File: config.mk
export PLATFORM = sky130hd
export DESIGN_NAME = seg7_scan_driver
export DESIGN_NICKNAME = d
export VERILOG_FILES = /design/src/rtl/seg7_scan_driver_pkg.sv /design/src/rtl/seg7_scan_driver_button_debounce.sv /design/src/rtl/seg7_scan_driver.sv
export SDC_FILE = /design/constraint.sdc
export NUM_CORES = 1
export LEC_CHECK = 0
export CORE_UTILIZATION = 50
export CTS_CLUSTER_SIZE = 20
export DETAILED_ROUTE_END_ITERATION = 12
export PLACE_DENSITY = 0.75
export SYNTH_ARGS = -nofsm -noshare
export SYNTH_HDL_FRONTEND = slang
export SYNTH_HIERARCHICAL = 1
export SYNTH_SLANG_ARGS = --single-unit
File: constraint.sdc
create_clock -name clk_pi -period 2 [get_ports clk_pi]
set_input_delay 0.5 -clock clk_pi [delete_from_list [all_inputs] [get_ports clk_pi]]
set_output_delay 0.5 -clock clk_pi [all_outputs]
set_load 0.01 [all_outputs]
File: src/rtl/seg7_scan_driver_pkg.sv
// Shared 7-segment definitions: active-low hex font, blank code, font lookup
// and 4-bit Gray-to-binary conversion used by seg7_scan_driver.
package seg7_pkg;

  localparam logic [6:0] SEG_BLANK = 7'h7F;

  // Entry k is the active-low {g,f,e,d,c,b,a} pattern for hex digit k.
  localparam logic [15:0][6:0] SEG_FONT = {
    7'b0001110,  // F
    7'b0000110,  // E
    7'b0100001,  // d
    7'b1000110,  // C
    7'b0000011,  // b
    7'b0001000,  // A
    7'b0010000,  // 9
    7'b0000000,  // 8
    7'b1111000,  // 7
    7'b0000010,  // 6
    7'b0010010,  // 5
    7'b0011001,  // 4
    7'b0110000,  // 3
    7'b0100100,  // 2
    7'b1111001,  // 1
    7'b1000000   // 0
  };

  function automatic logic [6:0] seg_lookup(input logic [3:0] nib);
    return SEG_FONT[nib];
  endfunction

  function automatic logic [3:0] gray2bin(input logic [3:0] gray);
    logic [3:0] bin;
    bin[3] = gray[3];
    bin[2] = bin[3] ^ gray[2];
    bin[1] = bin[2] ^ gray[1];
    bin[0] = bin[1] ^ gray[0];
    return bin;
  endfunction

endpackage

File: src/rtl/seg7_scan_driver_button_debounce.sv
// Front-panel button conditioning: 2-FF synchroniser, stability counter,
// debounced level (released = 1) and a one-cycle pulse on each new press.
module button_debounce #(
  parameter int DEBOUNCE_CYCLES = 500000
) (
  input  logic clk_pi,
  input  logic rst_n_pi,
  input  logic button_pi,
  output logic press_po
);

  localparam int CW = $clog2(DEBOUNCE_CYCLES);

  logic          sync1_r;
  logic          sync2_r;
  logic          level_r;
  logic          level_d_r;
  logic          press_r;
  logic [CW-1:0] stable_cnt_r;

  // Two-flop synchroniser for the asynchronous button pin.
  always_ff @(posedge clk_pi or negedge rst_n_pi) begin
    if (!rst_n_pi) begin
      sync1_r <= 1'b1;
      sync2_r <= 1'b1;
    end else begin
      sync1_r <= button_pi;
      sync2_r <= sync1_r;
    end
  end

  // Count consecutive samples disagreeing with the accepted level; a sample
  // that agrees again means the input bounced, so the count restarts.
  always_ff @(posedge clk_pi or negedge rst_n_pi) begin
    if (!rst_n_pi) begin
      stable_cnt_r <= CW'(0);
      level_r      <= 1'b1;
    end else if (sync2_r == level_r) begin
      stable_cnt_r <= CW'(0);
    end else if (stable_cnt_r == CW'(DEBOUNCE_CYCLES - 1)) begin
      stable_cnt_r <= CW'(0);
      level_r      <= sync2_r;
    end else begin
      stable_cnt_r <= stable_cnt_r + CW'(1);
    end
  end

  // Registered falling-edge detector on the debounced level.
  always_ff @(posedge clk_pi or negedge rst_n_pi) begin
    if (!rst_n_pi) begin
      level_d_r <= 1'b1;
      press_r   <= 1'b0;
    end else begin
      level_d_r <= level_r;
      press_r   <= level_d_r & ~level_r;
    end
  end

  assign press_po = press_r;

endmodule

File: src/rtl/seg7_scan_driver.sv
// N-digit multiplexed common-anode 7-segment driver with press-to-freeze and
// per-digit blanking. Define SEG7_GRAY_DECODE_EN to decode nibbles as Gray code.
module seg7_scan_driver
  import seg7_pkg::*;
#(
  parameter int N_DIGITS        = 4,
  parameter int REFRESH_DIV     = 50000,
  parameter int DEBOUNCE_CYCLES = 500000
) (
  input  logic                    clk_pi,
  input  logic                    rst_n_pi,
  input  logic [4*N_DIGITS-1:0]   value_pi,
  input  logic                    load_pi,
  input  logic [N_DIGITS-1:0]     digit_en_pi,
  input  logic                    button_pi,
  output logic [N_DIGITS-1:0]     anodo_po,
  output logic [6:0]              catodo_po,
  output logic                    frozen_po
);

  localparam int IW = (N_DIGITS > 1) ? $clog2(N_DIGITS) : 1;
  localparam int RW = $clog2(REFRESH_DIV);
  localparam int NS = 2 ** IW;

  logic [4*N_DIGITS-1:0] value_r;
  logic                  frozen_r;
  logic [IW-1:0]         idx_r;
  logic [RW-1:0]         refresh_cnt_r;
  logic [N_DIGITS-1:0]   anodo_r;
  logic [6:0]            catodo_r;

  logic                  press_s;
  logic [3:0]            nib_s;
  logic [3:0]            code_s;
  logic [N_DIGITS-1:0]   anodo_s;
  logic [3:0]            nib_a [NS];
  logic [NS-1:0]         en_a;

  button_debounce #(
    .DEBOUNCE_CYCLES(DEBOUNCE_CYCLES)
  ) u_button_debounce (
    .clk_pi   (clk_pi),
    .rst_n_pi (rst_n_pi),
    .button_pi(button_pi),
    .press_po (press_s)
  );

  // Index-addressable views padded to a power of two so any idx_r is in range.
  for (genvar k = 0; k < NS; k++) begin : g_slot
    if (k < N_DIGITS) begin : g_used
      assign nib_a[k] = value_r[4*k +: 4];
      assign en_a[k]  = digit_en_pi[k];
    end else begin : g_pad
      assign nib_a[k] = 4'h0;
      assign en_a[k]  = 1'b0;
    end
  end

  // Refresh counter and digit index.
  always_ff @(posedge clk_pi or negedge rst_n_pi) begin
    if (!rst_n_pi) begin
      refresh_cnt_r <= RW'(0);
      idx_r         <= IW'(0);
    end else if (refresh_cnt_r == RW'(REFRESH_DIV - 1)) begin
      refresh_cnt_r <= RW'(0);
      idx_r         <= (idx_r == IW'(N_DIGITS - 1)) ? IW'(0) : idx_r + IW'(1);
    end else begin
      refresh_cnt_r <= refresh_cnt_r + RW'(1);
    end
  end

  // Capture and freeze; the load sees frozen_r before this edge's toggle.
  always_ff @(posedge clk_pi or negedge rst_n_pi) begin
    if (!rst_n_pi) begin
      value_r  <= {(4*N_DIGITS){1'b0}};
      frozen_r <= 1'b0;
    end else begin
      if (load_pi && !frozen_r) begin
        value_r <= value_pi;
      end
      if (press_s) begin
        frozen_r <= ~frozen_r;
      end
    end
  end

  // Select the active nibble, optionally Gray-decode it, and form the anode pattern.
  always_comb begin
    nib_s = nib_a[idx_r];
`ifdef SEG7_GRAY_DECODE_EN
    code_s = gray2bin(nib_s);
`else
    code_s = nib_s;
`endif
    anodo_s = {N_DIGITS{1'b1}};
    for (int k = 0; k < N_DIGITS; k++) begin
      anodo_s[k] = (idx_r != IW'(k));
    end
  end

  // Output register: lit digit or blank.
  always_ff @(posedge clk_pi or negedge rst_n_pi) begin
    if (!rst_n_pi) begin
      anodo_r  <= {N_DIGITS{1'b1}};
      catodo_r <= SEG_BLANK;
    end else if (en_a[idx_r]) begin
      anodo_r  <= anodo_s;
      catodo_r <= seg_lookup(code_s);
    end else begin
      anodo_r  <= {N_DIGITS{1'b1}};
      catodo_r <= SEG_BLANK;
    end
  end

  assign anodo_po  = anodo_r;
  assign catodo_po = catodo_r;
  assign frozen_po = frozen_r;

endmodule
* Word level (Yosys, flattened, before mapping)
Memories as Yosys holds them, arrays and structs flattened.
Index checks and enable logic that the tools add are counted.
** Cells by class
- Mux-type cells :: 12
- Reduce and logical (&&, ||, !) cells :: 4
- Multipliers :: 0
- Eq/ne operators :: 7
- Order comparisons :: 3
- Bitwise gates (word level) :: 5
- Shift-type cells :: 0
- Add/subtract/negate cells :: 3
- Divide/modulo/power cells :: 0
** Operator list (count)
- $mux 19 :: 2
- $add 19x1->19 const B :: 1
- $eq 19x19->1 const B :: 1
- $add 16x1->16 const B :: 1
- $eq 16x16->1 const B :: 1
- $mux 16 :: 1
- $mux 7 :: 2
- $mux 4 :: 3
- $bmux 4 s2 :: 1
- $lt 4x5->1 const B :: 1
- $ne 2x2->1 const B :: 2
- $ge 3x3->1 const B :: 1
- $lt 2x3->1 const B :: 1
- $not 1->1 :: 3
- $not 2->3 :: 1
- $add 2x1->2 const B :: 1
- $bmux 1 s2 :: 1
- $eq 2x2->1 const B :: 1
- $mux 2 :: 1
- $ne 2x1->1 const B :: 1
- $reduce_and 2->1 :: 1
- $reduce_bool 2->1 :: 1
- $and 1x1->1 :: 1
- $eq 1x1->1 :: 1
- 3 further kinds :: 3
** Storage, ports and cells
- Output and inout port bits :: 12
- Memories kept :: 1
- Bits in writable memories :: 0
- Flip-flop bits (word level) :: 70
- Latch bits :: 0
- Word-level logic and storage cells :: 47
- Bits of input ports :: 24
- ROM bits :: 112
** Memories
- (name not given) :: depth 16, width 7, read ports 1, clocked after Yosys merged registers in 0, wr ports 0, line seg7_scan_driver_pkg.sv:28 : return SEG_FONT[nib];

* Logic depth before layout (Yosys ltp)
Gate-level depths: netlist of run 1.
- Depth after elaboration :: 7
- Mapped depth :: 7
- Depth with buffers taken out :: 6

* By module
Netlist of run 1, hierarchy kept.
** By module, submodules not included
- seg7_scan_driver :: cells each 171, seq. area each 1164.9 sq um, area an instance 2179.6 sq um, instances 1
- button_debounce :: cells each 108, seq. area each 605.6 sq um, area an instance 1141.1 sq um, instances 1

* Worst setup path before layout of run 1
OpenSTA, ideal clock, no wires.
- Path type :: register -> register
- From :: register idx_r[0]
- To :: register catodo_r[3], in the netlist catodo_po[3]
- Buffers on the path :: 1
- Stages on the path, launching flop included :: 8
- Setup slack :: -0.016 ns
- Data arrival time :: 1.936 ns
- Cells stage by stage :: dfrtp_1 buf_6 mux4_2 inv_1 ha_1 inv_1 mux4_2 nand2b_1
** Between the ends
- Cells in the longest elaborated chain, start to end :: 7
- Elaborated cells between the ends (all ways) :: 9
- Classes of those cells :: mux (7); bitwise (1); memory (1)
** Ends and longest elaborated chain
- from (decl) :: line seg7_scan_driver.sv:27 : logic [IW-1:0] idx_r;
- from (signal assigned) :: line seg7_scan_driver.sv:66 : idx_r <= (idx_r == IW'(N_DIGITS - 1)) ? IW'(0) : idx_r + IW'(1);
- $not 2->3 (not written as such) :: line seg7_scan_driver.sv:89 : nib_s = nib_a[idx_r];
- $bmux 4 s2 :: line seg7_scan_driver.sv:89
- $mux 4 (not written as such) (2 in a row) :: line seg7_scan_driver.sv:89
- $mem_v2 16x7
- $mux 7 (not written as such) :: line seg7_scan_driver_pkg.sv:28
- $mux 7 (*) :: line seg7_scan_driver.sv:106 : end else if (en_a[idx_r]) begin
- to (signal assigned) :: line seg7_scan_driver.sv:108 : catodo_r <= seg_lookup(code_s);
- to (decl) :: line seg7_scan_driver.sv:30 : logic [6:0] catodo_r;
Every way passes the cells marked *; elsewhere a longest branch is shown, timed or not. The select of a mux whose other input is x is not followed.
A chain may end at the register's enable or synchronous reset.

* Worst setup path in the final report of run 1
Same ends and word-level chain as after synthesis.

==> summary.md, run 1 <==
| Metric | Value |
|---|---|
| Seq pwr share | `49.0%` |
| Rows | `29` |
| Largest net degree at the start of global routing | `71` |
| Layout cell share with drive strength beyond 1 | `25.5%` |
| First-pass GRT wire length | `around 11000 um` |
| WP data required | `2.27 ns` |
| Final Hold Fails | `0` |
| Final Max Slew Viols | `0` |
| Syn nets | `approximately 320` |
| Largest cells by area after synthesis | `dfrtp_1, dfstp_2, mux2_2, xnor2_1, ha_1` |
| Finished Layout Cells | `414` |
| Post-CTS setup buffer count | `0` |
| Final Util | `64.3%` |
| Net Sw Frac | `23.5%` |
| Worst slack, placed | `0.0184 ns` |
| Combinational power share | `between 10% and 20%` |
| Root buffer cell | `clkbuf_8` |
| Clock buffer depth | `2` |
| Power density over cell area | `756 nW/um^2` |
| Register area share after synthesis | `53.3%` |
| DRC errors left | `0` |
| CTS tree | `yes` |
| Overall power | `3.10 mW` |
| Num CTS Buffers | `9` |
| DP Area | `3850 sq um` |
| Final period util | `97.8%` |
| Max-cap violations | `0` |
| Vias in the first global route | `2297` |
| CORE AREA | `6390 sq um` |
| GRT Total Usage | `20.1%` |
| DR iter-0 viols | `120` |
| DP HPWL | `4420 um` |
| Crit path capture type | `flop` |
| Area of the multi-input gates | `~1500 sq um` |
| Post-route setup slack | `0.0439 ns` |
| Most frequent cells in the layout | `dfrtp_1, clkdlybuf4s50_1, nor2_1` |
| GRT overflow | `0` |
| TritonRoute pass-1 iters | `4` |
| Setup TNS | `0 ns` |
| Hold Slack | `about 0.17 ns` |
| Worst VDD drop | `approximately 0.54 mV` |
| Vias per cell | `5.39` |
| I/O pin total | `36` |
| Final Skew | `0.0121 ns` |
| Initial antenna violation count | `0` |
| Mapped Area | `3320 sq um` |
| P_sw | `between 0.7 and 0.8 mW` |
| Sink Count | `70` |
| Vias | `2233` |
| Final instance area | `between 4000 and 5000 sq um` |
| Clock Latency Late Sink | `0.34 ns` |
| Crit path DAT | `2.23 ns` |
| Most common cell after layout, fill and taps aside | `dfrtp_1` |
| Status | `completed` |
| Final ANT Viol Nets | `0` |
| FF+latch area | `1770 sq um` |
| Placed insts | `398` |
| Syn Inst Count | `279` |
| Clock power frac | `40.3%` |
| Crit path launch | `idx_r[0]` |
| P_leak | `1.70 nW` |
| Slew headroom | `between 70% and 80%` |
| Die Width | `83.5 um` |
| RR Startpoint | `idx_r[0]` |
| Die area | `6970 sq um` |
| CTS clk-pin slew, worst paths | `0.08 ns` |
| Post-synth top area cell | `dfrtp_1` |
| Asr flop ratio synth | `100%` |
| Crit path time final | `1.96 ns` |
| Post-synth EDFFs | `0` |
| Netlist cell types | `35` |
| Die Y | `83.5 um` |
| Top_reg_cell synth | `dfrtp_1` |
| Synth Register Bits | `70` |
| Crit Path Max Fanout | `5` |
| Final RePlAce weighted congestion | `around 0.90` |
| Layout area overhead | `23.7%` |
| Final wirelength | `6320 um` |
| Final Setup Violations | `0` |
| Hold Path Class | `primary input to asynchronous set/reset pin` |
| Starting Density | `between 50% and 60%` |
| Synth top area share | `about 41%` |
| Layout Nets | `368` |
| RSZ-0062 raised after global routing | `true` |
| H-tree Lvls | `3` |
| Count of buffers from port buffering | `35` |
| Setup CP Type | `flop to flop` |
| Yosys warning total | `6` |
| Worst Setup Start Kind | `flop` |
| Syn Area/Cell | `between 10 and 15 sq um` |
| Power Internal | `2.38 mW` |
| Max Fclk | `511 MHz` |
| Worst-Margin Slew | `0.429 ns` |
| Diode count | `0` |
| Wirelength per Cell | `15.3 um` |
| Fill count | `approximately 490` |
cell usage after synthesis, types with 2 or more instances:
master    instances
a21oi_1           5
buf_4             3
clkbuf_1          4
dfrtp_1          55
dfstp_2          15
ha_1             12
inv_1            14
mux2_2           19
mux2i_1           2
mux4_2            6
nand2_1          16
nand2b_1          2
nand3_1          11
nand4_1           9
nor2_1           31
nor2b_1           5
nor3_1            7
nor4_1            8
nor4_2            2
o21ai_0           3
o221ai_1          6
or3_1             2
xnor2_1          23
xor2_1            8
sequential cells by signal, indices dropped and copies added (netlist names), 2 cells and up:
register and count:
u_button_debounce/stable_cnt_r 19, value_r 16, refresh_cnt_r 16, idx_r 2, catodo_po 7, anodo_po 4
routing by layer:
| metal | routed length, um | part of all wire [%] | GRT usage (%) | up-vias |
|---|---|---|---|---|
| li1 | - | - | - | 1078 |
| met1 | 2780 | 44 | 24.9 | 1092 |
| met2 | 3140 | 50 | 34.1 | 50 |
| met3 | 226 | 3.6 | 3.86 | 13 |
| met4 | 176 | 2.8 | 9.09 | 0 |
| met5 | 0 | 0 | 0 | - |
power by group through the flow:
stage | Combinational [mW] | Sequential (mW) | Clock (mW)
finish | 0.331 | 1.52 | 1.25
CTS | 0.317 | 1.52 | 1.28
detailed placement | 0.312 | 1.55 | 0
global route | 0.358 | 1.53 | 1.33
global placement | 0.302 | 1.55 | 0
floorplan | 0.150 | 1.54 | 0
final cells by class:
cell class,count,share of cell area (%)
clock buffers,9,3.02
multi-input cells,186,35.9
flip-flops and latches,70,43.1
clock inverters,7,2.38
inverters,14,1.28
well taps,77,2.35
repair buffers,51,11.9
kinds of logic (layout without fill, tap and decap cells):
group	count (synthesis)	in the layout	synth area share (%)
and+or+nand+nor	101	101	16.1
DFF	70	70	53.3
xor gates and xnor gates	31	31	8.18
muxes	27	27	11.1
buffers and inverters	23	81	3.20
AOI/OAI and AO/OA	15	15	3.62
adders and majority gates	12	12	4.52
worst paths after layout:
| path | end | slack (ns) | depth (start not counted) |
|---|---|---|---|
| max | catodo_po[3] | 0.04 | 6 |
| min | u_button_debounce/press_po | 0.17 | 2 |
| max reg2reg | catodo_po[3] | 0.04 | 6 |
| min reg2reg | u_button_debounce/sync2_r | 0.36 | 0 |
| max in group asynchronous | anodo_po[1] | 1.50 | 2 |
| min in group clk_pi | u_button_debounce/sync2_r | 0.36 | 0 |
worst max-delay path, stage by stage (launching register included):
cell and delay, ns:
dfrtp_1 0.42, mux4_2 0.59, inv_2 0.12, ha_4 0.14, inv_2 0.03, mux4_2 0.43
nand2b_4 0.15
what timing repair did:
action	CTS	global route
hold endpoints to repair	0	0
hold buffers	0	0
resized for setup	0	7
endpoints found under the setup margin	0	4
(Power assumes the default switching activity.)
==> run 2: changes to the inputs <==
--- a/config.mk
+++ b/config.mk
@@ -6,6 +6,7 @@
 export NUM_CORES = 1
 export LEC_CHECK = 0
 export CORE_UTILIZATION = 50
+export CTS_CLUSTER_DIAMETER = 120
 export CTS_CLUSTER_SIZE = 20
 export DETAILED_ROUTE_END_ITERATION = 12
 export PLACE_DENSITY = 0.75
==> results of run 2 <==
Same layout as run 1: the final DEF is identical, and so are final timing and power.
==> run 3: changes to the inputs <==
--- a/config.mk
+++ b/config.mk
@@ -5,11 +5,12 @@
 export SDC_FILE = /design/constraint.sdc
 export NUM_CORES = 1
 export LEC_CHECK = 0
+export ABC_AREA = 1
 export CORE_UTILIZATION = 50
 export CTS_CLUSTER_DIAMETER = 120
 export CTS_CLUSTER_SIZE = 20
 export DETAILED_ROUTE_END_ITERATION = 12
-export PLACE_DENSITY = 0.75
+export PLACE_DENSITY = 0.74
 export SYNTH_ARGS = -nofsm -noshare
 export SYNTH_HDL_FRONTEND = slang
 export SYNTH_HIERARCHICAL = 1
==> run 3 against run 2 <==
Global-route usage rose by 0.28 points. Sequential power barely moved. Cell count up 35%. Wire length increased by 8.0%. Non-clock buffer count is 13 lower.
==> summary.md, run 3 <==
| Metric | Value |
|---|---|
| CP peak stage delay | `0.53 ns` |
| Top-count cell post-synth | `nand2_1` |
| Worst-Margin Slew | `0.425 ns` |
| Post-CTS setup buffer count | `0` |
| CTS clk-pin slew, worst paths | `0.07 ns` |
| Power Internal | `2.28 mW` |
| Largest net degree at the start of global routing | `slightly above 70` |
| Clock buffer depth | `2` |
| TritonRoute pass-1 iters | `4` |
| Diode count | `0` |
| Top reg by flops | `u_button_debounce/stable_cnt_r` |
| Vias | `2764` |
| Final instance area | `4310 sq um` |
| Crit path capture type | `primary output` |
| Reg2reg path depth | `9` |
| Max-cap violations | `0` |
| Resized Gates After CTS | `0` |
| Fill count | `588` |
| Initial antenna violation count | `0` |
| Crit path buffers/inverters | `1` |
| Netlist cell types | `32` |
| Clock power frac | `between 30% and 40%` |
| First-pass GRT wire length | `11800 um` |
| Top delay family on crit path | `buffers and inverters` |
| Final Setup Violations | `0` |
| Layout Nets | `493` |
| CORE AREA | `6910 sq um` |
| Crit path cell chain | `clkdlybuf4s50_1` |
| Slew headroom | `71.6%` |
| Combinational power share | `10.6%` |
| Crit path launch | `catodo_po[0]` |
| WP data required | `1.50 ns` |
| Post-synth top area cell | `dfrtp_1` |
| Post-route setup slack | `just over 0.1 ns` |
| Slowest stage cell, crit path | `clkdlybuf4s50_1` |
| Yosys warning total | `6` |
| Max Fclk | `527 MHz` |
| Vias in the first global route | `2612` |
| Status | `completed` |
| GRT overflow | `0` |
| Most common cell after layout, fill and taps aside | `nand2_1` |
| RSZ-0062 raised after global routing | `false` |
| Final wirelength | `slightly below 7000 um` |
| Worst reg-to-reg setup slack | `between 0.2 and 0.3 ns` |
| Die area | `7590 sq um` |
| RR Startpoint | `idx_r[1]` |
| Max FFs per register | `19` |
| Die Width | `87.1 um` |
| Synth top cells by count | `nand2_1, nor2_1, dfrtp_1` |
| DR iter-0 viols | `158` |
| DRC errors left | `0` |
| Final period util | `94.9%` |
| P_leak | `a little under 2 nW` |
| Count of buffers from port buffering | `35` |
| Largest cells by area after synthesis | `dfrtp_1, dfstp_2, nand2_1, nor2_1, nand3_1` |
| Final RePlAce weighted congestion | `0.870` |
| Wirelength per Cell | `~12 um` |
| Setup CP Type | `flop to primary output` |
| Root buffer cell | `clkbuf_8` |
| Worst Setup Start Kind | `flop` |
| Final Skew | `0.00728 ns` |
| DP Area | `just over 4000 sq um` |
| Clock Latency Late Sink | `0.34 ns` |
| Vias per cell | `4.95` |
| Worst slack, placed | `approximately 0.25 ns` |
| Starting Density | `52.5%` |
| Final Hold Fails | `0` |
| Syn nets | `447` |
| Hold Path Class | `primary input to asynchronous set/reset pin` |
| Mapped Area | `~3600 sq um` |
| Biggest regs | `u_button_debounce/stable_cnt_r (19), refresh_cnt_r (16), value_r (16)` |
| DP HPWL | `5030 um` |
| Die Y | `87.1 um` |
| Critical R2R Capture | `catodo_po[3]` |
| Syn Inst Count | `411` |
| P_sw | `approximately 0.7 mW` |
| I/O pin total | `36` |
| Top_reg_cell synth | `dfrtp_1` |
| Register area share after synthesis | `48.9%` |
| Net Sw Frac | `23.2%` |
| Post-synth EDFFs | `0` |
| CTS tree | `yes` |
| Asr flop ratio synth | `100%` |
| Seq pwr share | `51.0%` |
| Most frequent cells in the layout | `nand2_1, nor2_1, dfrtp_1` |
| Worst VDD drop | `0.370 mV` |
| Synth top area share | `between 30% and 40%` |
| Crit Path Max Fanout | `1` |
| Crit path time final | `1.90 ns` |
| Syn Area/Cell | `8.82 sq um` |
| Synth Register Bits | `70` |
| Final ANT Viol Nets | `0` |
| Hold_buf cts | `0` |
| Layout cell share with drive strength beyond 1 | `between 15 and 20%` |
| Rows | `30` |
| Crit path DAT | `1.40 ns` |
| Num CTS Buffers | `9` |
| GRT Total Usage | `20.3%` |
| Setup TNS | `0 ns` |
| H-tree Lvls | `3` |
| Sink Count | `70` |
| Power density over cell area | `roughly 690 nW/um^2` |
| Layout area overhead | `19.0%` |
| Final Max Slew Viols | `0` |
==> run 3: cell types whose count changed after synthesis, sizes merged, moves of 10 or more <==
| cell | change |
|---|---|
| nor4 | -10 |
| nand3 | +39 |
| inv | +33 |
| nand2 | +81 |
| xnor2 | -21 |
| nor2 | +40 |
==> run 3: power by group through the flow <==
stage,clock network (mW),logic [mW],registers (mW)
floorplan,0,0.158,1.54
global placement,0,0.310,1.54
detailed placement,0,0.318,1.54
CTS,1.18,0.320,1.52
global route,1.24,0.350,1.52
finish,1.14,0.314,1.52
==> run 3: final cells by class <==
class | instances | area, sq um | share of cell area [%]
flip-flops and latches | 70 | 1770 | 41.1
multi-input cells | 290 | 1640 | 38.1
repair buffers | 38 | 393 | 9.11
inverters | 48 | 183 | 4.24
clock buffers | 13 | 159 | 3.69
well taps | 96 | 120 | 2.79
clock inverters | 3 | 42.5 | 0.987
==> run 3: worst reg2reg max path: stages (launching register included) <==
cell,delay [ns]
dfrtp_1,0.54
inv_4,0.18
nand3_1,0.10
nand2_1,0.20
inv_1,0.12
ha_1,0.23
nand3_1,0.12
nand2_1,0.06
nand2_1,0.06
nand3_1,0.07
==> run 3: cell families after synthesis <==
family	synth area share (%)
compound gates	2.59
flops	48.9
fa+ha+maj	4.14
mux	4.97
simple gates	29.6
xor+xnor	4.07
buf+inv	5.77
==> run 3: metrics by stage <==
step	hold slack, ns	std cells	power, mW	utilization, %
6_report	0.183	558	2.97	62.4
5_1_grt	0.180	558	3.11	62.4
4_1_cts	0.179	558	3.01	62.4
3_5_place_dp	0.353	542	1.86	59.5
3_3_place_gp	0.348	542	1.85	59.5
2_1_floorplan	0.204	411	1.70	-
==> run 3: metal layers <==
metal | GRT usage (%) | vias up | share of wire [%]
li1 | - | 1390 | -
met5 | 0 | - | 0
met2 | 31.6 | 45 | 46
met4 | 7.30 | 0 | 1.3
met3 | 5.12 | 11 | 3.0
met1 | 27.8 | 1318 | 50
==> run 3: worst max path at each step <==
stage | endpoint | depth (start not counted)
floorplan | catodo_po[5] | 10
global placement | catodo_po[4] | 6
detailed placement | catodo_po[5] | 9
CTS | catodo_po[5] | 1
global route | catodo_po[5] | 10
finish | catodo_po[0] | 1
